File: src/rtl/image_frame_tx.sv
// Image frame transmitter: frames a ready/valid pixel source into a typed word stream.
// Define IMAGE_FRAME_TX_FRAME_COUNT_EN to tag each FRAME_START with a running frame number.
`ifndef DTYPE_WIDTH
`define DTYPE_WIDTH 3
`endif
`ifndef DTYPE_FRAME_START
`define DTYPE_FRAME_START 3'd1
`endif
`ifndef DTYPE_ROW_START
`define DTYPE_ROW_START 3'd2
`endif
`ifndef DTYPE_PIXEL
`define DTYPE_PIXEL 3'd3
`endif
`ifndef DTYPE_ROW_END
`define DTYPE_ROW_END 3'd4
`endif
`ifndef DTYPE_FRAME_END
`define DTYPE_FRAME_END 3'd5
`endif

module image_frame_tx #(
    parameter int DATA_WIDTH     = 8,
    parameter int NUM_COLS_WIDTH = 11,
    parameter int NUM_ROWS_WIDTH = 10,
    parameter int BLANK_WIDTH    = 8
) (
    input  logic                      clk,
    input  logic                      reset,
    input  logic                      enable,
    input  logic [NUM_COLS_WIDTH-1:0] num_cols,
    input  logic [NUM_ROWS_WIDTH-1:0] num_rows,
    input  logic [BLANK_WIDTH-1:0]    row_blank,
    input  logic [BLANK_WIDTH-1:0]    frame_blank,
    input  logic                      pix_valid,
    input  logic [DATA_WIDTH-1:0]     pix_data,
    output logic                      pix_ready,
    output logic                      dvo,
    output logic [`DTYPE_WIDTH-1:0]   dtypeo,
    output logic [DATA_WIDTH-1:0]     datao,
    output logic                      busy
);

    typedef enum logic [2:0] {
        S_IDLE,
        S_ROW_START,
        S_PIXELS,
        S_ROW_END,
        S_ROW_BLANK,
        S_FRAME_END,
        S_FRAME_BLANK
    } state_t;

    localparam logic [NUM_COLS_WIDTH-1:0] COL_ONE   = NUM_COLS_WIDTH'(1);
    localparam logic [NUM_ROWS_WIDTH-1:0] ROW_ONE   = NUM_ROWS_WIDTH'(1);
    localparam logic [BLANK_WIDTH-1:0]    BLANK_ONE = BLANK_WIDTH'(1);

    state_t                    state;
    logic [NUM_COLS_WIDTH-1:0] cols_q;
    logic [NUM_ROWS_WIDTH-1:0] rows_q;
    logic [BLANK_WIDTH-1:0]    row_blank_q;
    logic [BLANK_WIDTH-1:0]    frame_blank_q;
    logic [NUM_COLS_WIDTH-1:0] col_cnt;
    logic [NUM_ROWS_WIDTH-1:0] row_cnt;
    logic [BLANK_WIDTH-1:0]    blank_cnt;
    logic [DATA_WIDTH-1:0]     fs_data;
    logic                      last_col;
    logic                      last_row;
    logic                      start_ok;

    // Counters compare against count-1 so a full-scale count never needs a wider register.
    assign last_col = (col_cnt == cols_q - COL_ONE);
    assign last_row = (row_cnt == rows_q - ROW_ONE);
    assign start_ok = enable && (num_cols != '0) && (num_rows != '0);

`ifdef IMAGE_FRAME_TX_FRAME_COUNT_EN
    localparam logic [DATA_WIDTH-1:0] FRAME_ONE = DATA_WIDTH'(1);
    logic [DATA_WIDTH-1:0] frame_cnt;

    always_ff @(posedge clk) begin
        if (reset) begin
            frame_cnt <= '0;
        end else if (state == S_FRAME_END) begin
            frame_cnt <= frame_cnt + FRAME_ONE;
        end
    end

    assign fs_data = frame_cnt;
`else
    assign fs_data = '0;
`endif

    always_ff @(posedge clk) begin
        if (reset) begin
            state         <= S_IDLE;
            dvo           <= 1'b0;
            dtypeo        <= '0;
            datao         <= '0;
            pix_ready     <= 1'b0;
            busy          <= 1'b0;
            cols_q        <= '0;
            rows_q        <= '0;
            row_blank_q   <= '0;
            frame_blank_q <= '0;
            col_cnt       <= '0;
            row_cnt       <= '0;
            blank_cnt     <= '0;
        end else begin
            dvo <= 1'b0;
            case (state)
                S_IDLE: begin
                    if (start_ok) begin
                        cols_q        <= num_cols;
                        rows_q        <= num_rows;
                        row_blank_q   <= row_blank;
                        frame_blank_q <= frame_blank;
                        col_cnt       <= '0;
                        row_cnt       <= '0;
                        dvo           <= 1'b1;
                        dtypeo        <= `DTYPE_FRAME_START;
                        datao         <= fs_data;
                        busy          <= 1'b1;
                        state         <= S_ROW_START;
                    end
                end
                S_ROW_START: begin
                    dvo       <= 1'b1;
                    dtypeo    <= `DTYPE_ROW_START;
                    datao     <= '0;
                    col_cnt   <= '0;
                    pix_ready <= 1'b1;
                    state     <= S_PIXELS;
                end
                S_PIXELS: begin
                    if (pix_valid) begin
                        dvo    <= 1'b1;
                        dtypeo <= `DTYPE_PIXEL;
                        datao  <= pix_data;
                        if (last_col) begin
                            col_cnt   <= '0;
                            pix_ready <= 1'b0;
                            state     <= S_ROW_END;
                        end else begin
                            col_cnt <= col_cnt + COL_ONE;
                        end
                    end
                end
                S_ROW_END: begin
                    dvo    <= 1'b1;
                    dtypeo <= `DTYPE_ROW_END;
                    datao  <= '0;
                    if (last_row) begin
                        row_cnt <= '0;
                        state   <= S_FRAME_END;
                    end else begin
                        row_cnt <= row_cnt + ROW_ONE;
                        if (row_blank_q != '0) begin
                            blank_cnt <= row_blank_q;
                            state     <= S_ROW_BLANK;
                        end else begin
                            state <= S_ROW_START;
                        end
                    end
                end
                S_ROW_BLANK: begin
                    blank_cnt <= blank_cnt - BLANK_ONE;
                    if (blank_cnt == BLANK_ONE) begin
                        state <= S_ROW_START;
                    end
                end
                S_FRAME_END: begin
                    dvo    <= 1'b1;
                    dtypeo <= `DTYPE_FRAME_END;
                    datao  <= '0;
                    if (frame_blank_q != '0) begin
                        blank_cnt <= frame_blank_q;
                        state     <= S_FRAME_BLANK;
                    end else begin
                        busy  <= 1'b0;
                        state <= S_IDLE;
                    end
                end
                S_FRAME_BLANK: begin
                    blank_cnt <= blank_cnt - BLANK_ONE;
                    if (blank_cnt == BLANK_ONE) begin
                        busy  <= 1'b0;
                        state <= S_IDLE;
                    end
                end
                default: begin
                    pix_ready <= 1'b0;
                    busy      <= 1'b0;
                    state     <= S_IDLE;
                end
            endcase
        end
    end

endmodule

File: config.mk
export PLATFORM = sky130hd
export DESIGN_NAME = image_frame_tx
export DESIGN_NICKNAME = d
export VERILOG_FILES = /design/src/rtl/image_frame_tx.sv
export SDC_FILE = /design/constraint.sdc
export NUM_CORES = 1
export LEC_CHECK = 0
export CAP_MARGIN = 40
export CORE_ASPECT_RATIO = 0.5
export CORE_MARGIN = 2
export CORE_UTILIZATION = 57
export CTS_BUF_LIST = sky130_fd_sc_hd__clkbuf_8
export DETAILED_ROUTE_END_ITERATION = 10
export PLACE_DENSITY_LB_ADDON = 0.15
export SLEW_MARGIN = 15
export SYNTH_ARGS = -nofsm -noshare
export SYNTH_HDL_FRONTEND = slang
export SYNTH_SLANG_ARGS = --single-unit
File: constraint.sdc
create_clock -name clk -period 3.3 [get_ports clk]
set_input_delay 0.66 -clock clk [delete_from_list [all_inputs] [get_ports clk]]
set_output_delay 0.66 -clock clk [all_outputs]
set_load 0.03 [all_outputs]
==> summary.md <==
| Metric | Value |
|---|---|
| First-pass GRT wire length | 18400 um |
| DRC errors left | 0 |
| Hold Path Class | reg2reg |
| Largest net degree at the start of global routing | 67 |
| Synth Register Bits | 83 |
| Crit path time final | 2.81 ns |
| Drt first pass iters | 5 |
| Pleak | 0.00198 uW |
| Post-route insts no fill | 760 |
| Cts bufs inserted | 9 |
| I/O pin cnt | 63 |
| CTS Buffer Depth | 2 |
| P per Cell Area | 482 mW/mm^2 |
| First-iteration detailed-routing DRC count | 329 |
| Post-DP HPWL | just over 8000 um |
| Max-Slew Margin vs Limit | 0.434 |
| DIE HEIGHT | 67.1 um |
| Final hold slack | between 0.4 and 0.5 ns |
| Clock-pin slew on the worst setup and hold paths | 0.08 ns |
| Total congestion overflow | 0 |
| Worst-Margin Slew | 0.847 ns |
| FP Rows | 22 |
| Die area | 0.00873 sq mm |
| Synth Warn # | 0 |
| Ant. Diodes | 0 |
| Critical Path Source Type | flop |
| RSZ-0062 raised after global routing | false |
| CP Capture Type | flop |
| Fin. max-slew vios | 0 |
| Post-Syn Nets | 653 |
| Total Wirelength | 11200 um |
| Setup TNS | 0 ns |
| Synthesized cell area | 0.00453 sq mm |
| DR vias | 4353 |
| EDFF count, synth | 0 |
| Endpoints failing setup | 0 |
| Synth top area share | 0.367 |
| Hold-fix buffers, CTS | 0 |
| # nets final | between 700 and 800 |
| Max_cap viols | 0 |
| Setup Skew | 0.00555 ns |
| Sequential area share after synthesis | 0.367 |
| Total Routing Usage GR | 0.270 |
| Ys async rst share | 0 |
| Die W | 130 um |
| Vias in the first global route | 3847 |
| Most common cell in the synthesized netlist | nand2_1 |
| Peak supply drop | 0.291 mV |
| WL/cell | ~15 um |
| Initial antenna violation count | 0 |
| Max Fclk | 356 MHz |
| Commonest cells in the netlist | 130 x nand2_1, 83 x dfxtp_1, 67 x a21oi_1, 41 x nor2_1, 31 x clkbuf_1 |
| Cell taking the most area after synthesis | dfxtp_1 |
| GPL Wtd Cong | 0.850 |
| Top FF cell, synth | dfxtp_1 |
| TritonCTS clock tree | built |
| Cell Count Post-Placement | between 700 and 800 |
| Average cell area after synthesis | 7.58 sq um |
| CTS Root Buffer Type | clkbuf_8 |
| Status | complete, no violations |
| Design area | roughly 0.0054 sq mm |
| DRT antenna net count | 0 |
| Worst-path fanout max | 9 |
| Vias/cell | 5.73 |
| Share of layout cells above drive strength 1 | 0.0629 |
| Worst EP required | about 3.6 ns |
| Kind of critical path | reg2reg |
| WP data arrival | between 3 and 4 ns |
| Layout area overhead | 19.8% |
| Synth top area cells | dfxtp_1 37%, nand2_1 11%, a21oi_1 7.4% |
| Post-CTS Resized | 0 |
| Post-CTS Setup Bufs | 0 |
| Initial Util | 0.603 |
| Distinct cells, synth | ~60 |
| Port buffer count | 62 |
| Dpl cell area | approximately 0.0052 sq mm |
| Post-route core utilization | 0.723 |
| CTS H-tree depth | 3 |
| Core footprint | 0.00751 sq mm |
| Clock Latency Late Sink | roughly 0.35 ns |
| Fin crit share | 0.851 |
| Post-synthesis cell count | 598 |
| Fin. Hold Viols | 0 |
| CTS Sinks | 83 |
cells in the final DEF, fill, tap and decap left out, types with 5 or more instances in the layout:
cell,netlist,final
nor3_1,15,14
inv_1,13,17
nand2_1,130,130
a21oi_1,67,67
clkdlybuf4s50_1,0,61
o21ai_1,6,6
a211oi_1,7,7
xnor2_1,14,14
or3_1,5,5
nor3b_1,6,6
clkbuf_8,0,10
dfxtp_1,83,83
nor2b_1,5,5
o21ai_0,12,12
nor4_1,10,10
a221oi_1,6,6
a21o_1,10,10
buf_4,1,13
xor2_1,15,15
and3_1,8,8
ha_1,6,6
nor2_1,41,41
nand4_1,6,6
nand2b_1,6,6
nand3_1,26,26
a221oi_2,6,6
cells by family after synthesis:
| kind of cell | Yosys count | share of synthesized area |
|---|---|---|
| simple gates | 276 | 0.282 |
| mux | 2 | 0.00469 |
| buf+inv | 51 | 0.0464 |
| compound gates | 151 | 0.228 |
| fa+ha+maj | 6 | 0.0166 |
| xor+xnor | 29 | 0.0560 |
| flops | 83 | 0.367 |
area by class of cell:
class,count,area [sq um]
sequential,83,1660
multi-input combinational,464,2670
tap,108,135
timing repair buffer,76,733
fill,640,2080
clock buffer,10,138
clock inverter,6,50.0
inverter,13,48.8
sequential cells by signal (all words and copies together) (netlist names), 8 cells and up:
signal	flops
col_cnt	11
cols_q	11
row_cnt	10
rows_q	10
blank_cnt	8
datao	8
frame_blank_q	8
row_blank_q	8
path summary, 6_finish.rpt:
path	start	end	slack (ns)	cells after the start
setup / recovery	rows_q[2]$_SDFFE_PP0P_	row_cnt[8]$_SDFFE_PP0P_	0.49	8
setup reg to reg	rows_q[2]$_SDFFE_PP0P_	row_cnt[8]$_SDFFE_PP0P_	0.49	8
hold reg to reg	datao[6]$_SDFFE_PP0P_	datao[6]$_SDFFE_PP0P_	0.46	2
hold / removal	datao[6]$_SDFFE_PP0P_	datao[6]$_SDFFE_PP0P_	0.46	2
where the power goes:
part / switching [uW] / total [uW] / internal (uW)
Clock: 351 / 709 / 359
Combinational: 414 / 738 / 324
Sequential: 93.0 / 1170 / 1080
layer usage:
| metal | GRT usage | wire (um) | share of wire |
|---|---|---|---|
| met3 | 0.0594 | 606 | 0.054 |
| met4 | 0.0793 | 137 | 0.012 |
| met5 | 0 | 0 | 0 |
| met2 | 0.423 | 5020 | 0.45 |
| met1 | 0.374 | 5430 | 0.48 |
critical path: stages (launching register included):
cell and delay [ns]:
dfxtp_1 0.38, nor4_1 0.62, a21oi_1 0.17, a211oi_1 0.33, o31ai_2 0.17, buf_4 0.18
a21oi_1 0.58, a21oi_1 0.16, o21ai_1 0.15
per-stage QoR:
stage               worst slack (ns)  power, uW
detailed placement             0.478       1920
global placement               0.590       1900
finish                         0.492       2620
CTS                            0.542       2620
global route                   0.348       2750
floorplan                      0.697       1670
(Power assumes the default switching activity.)
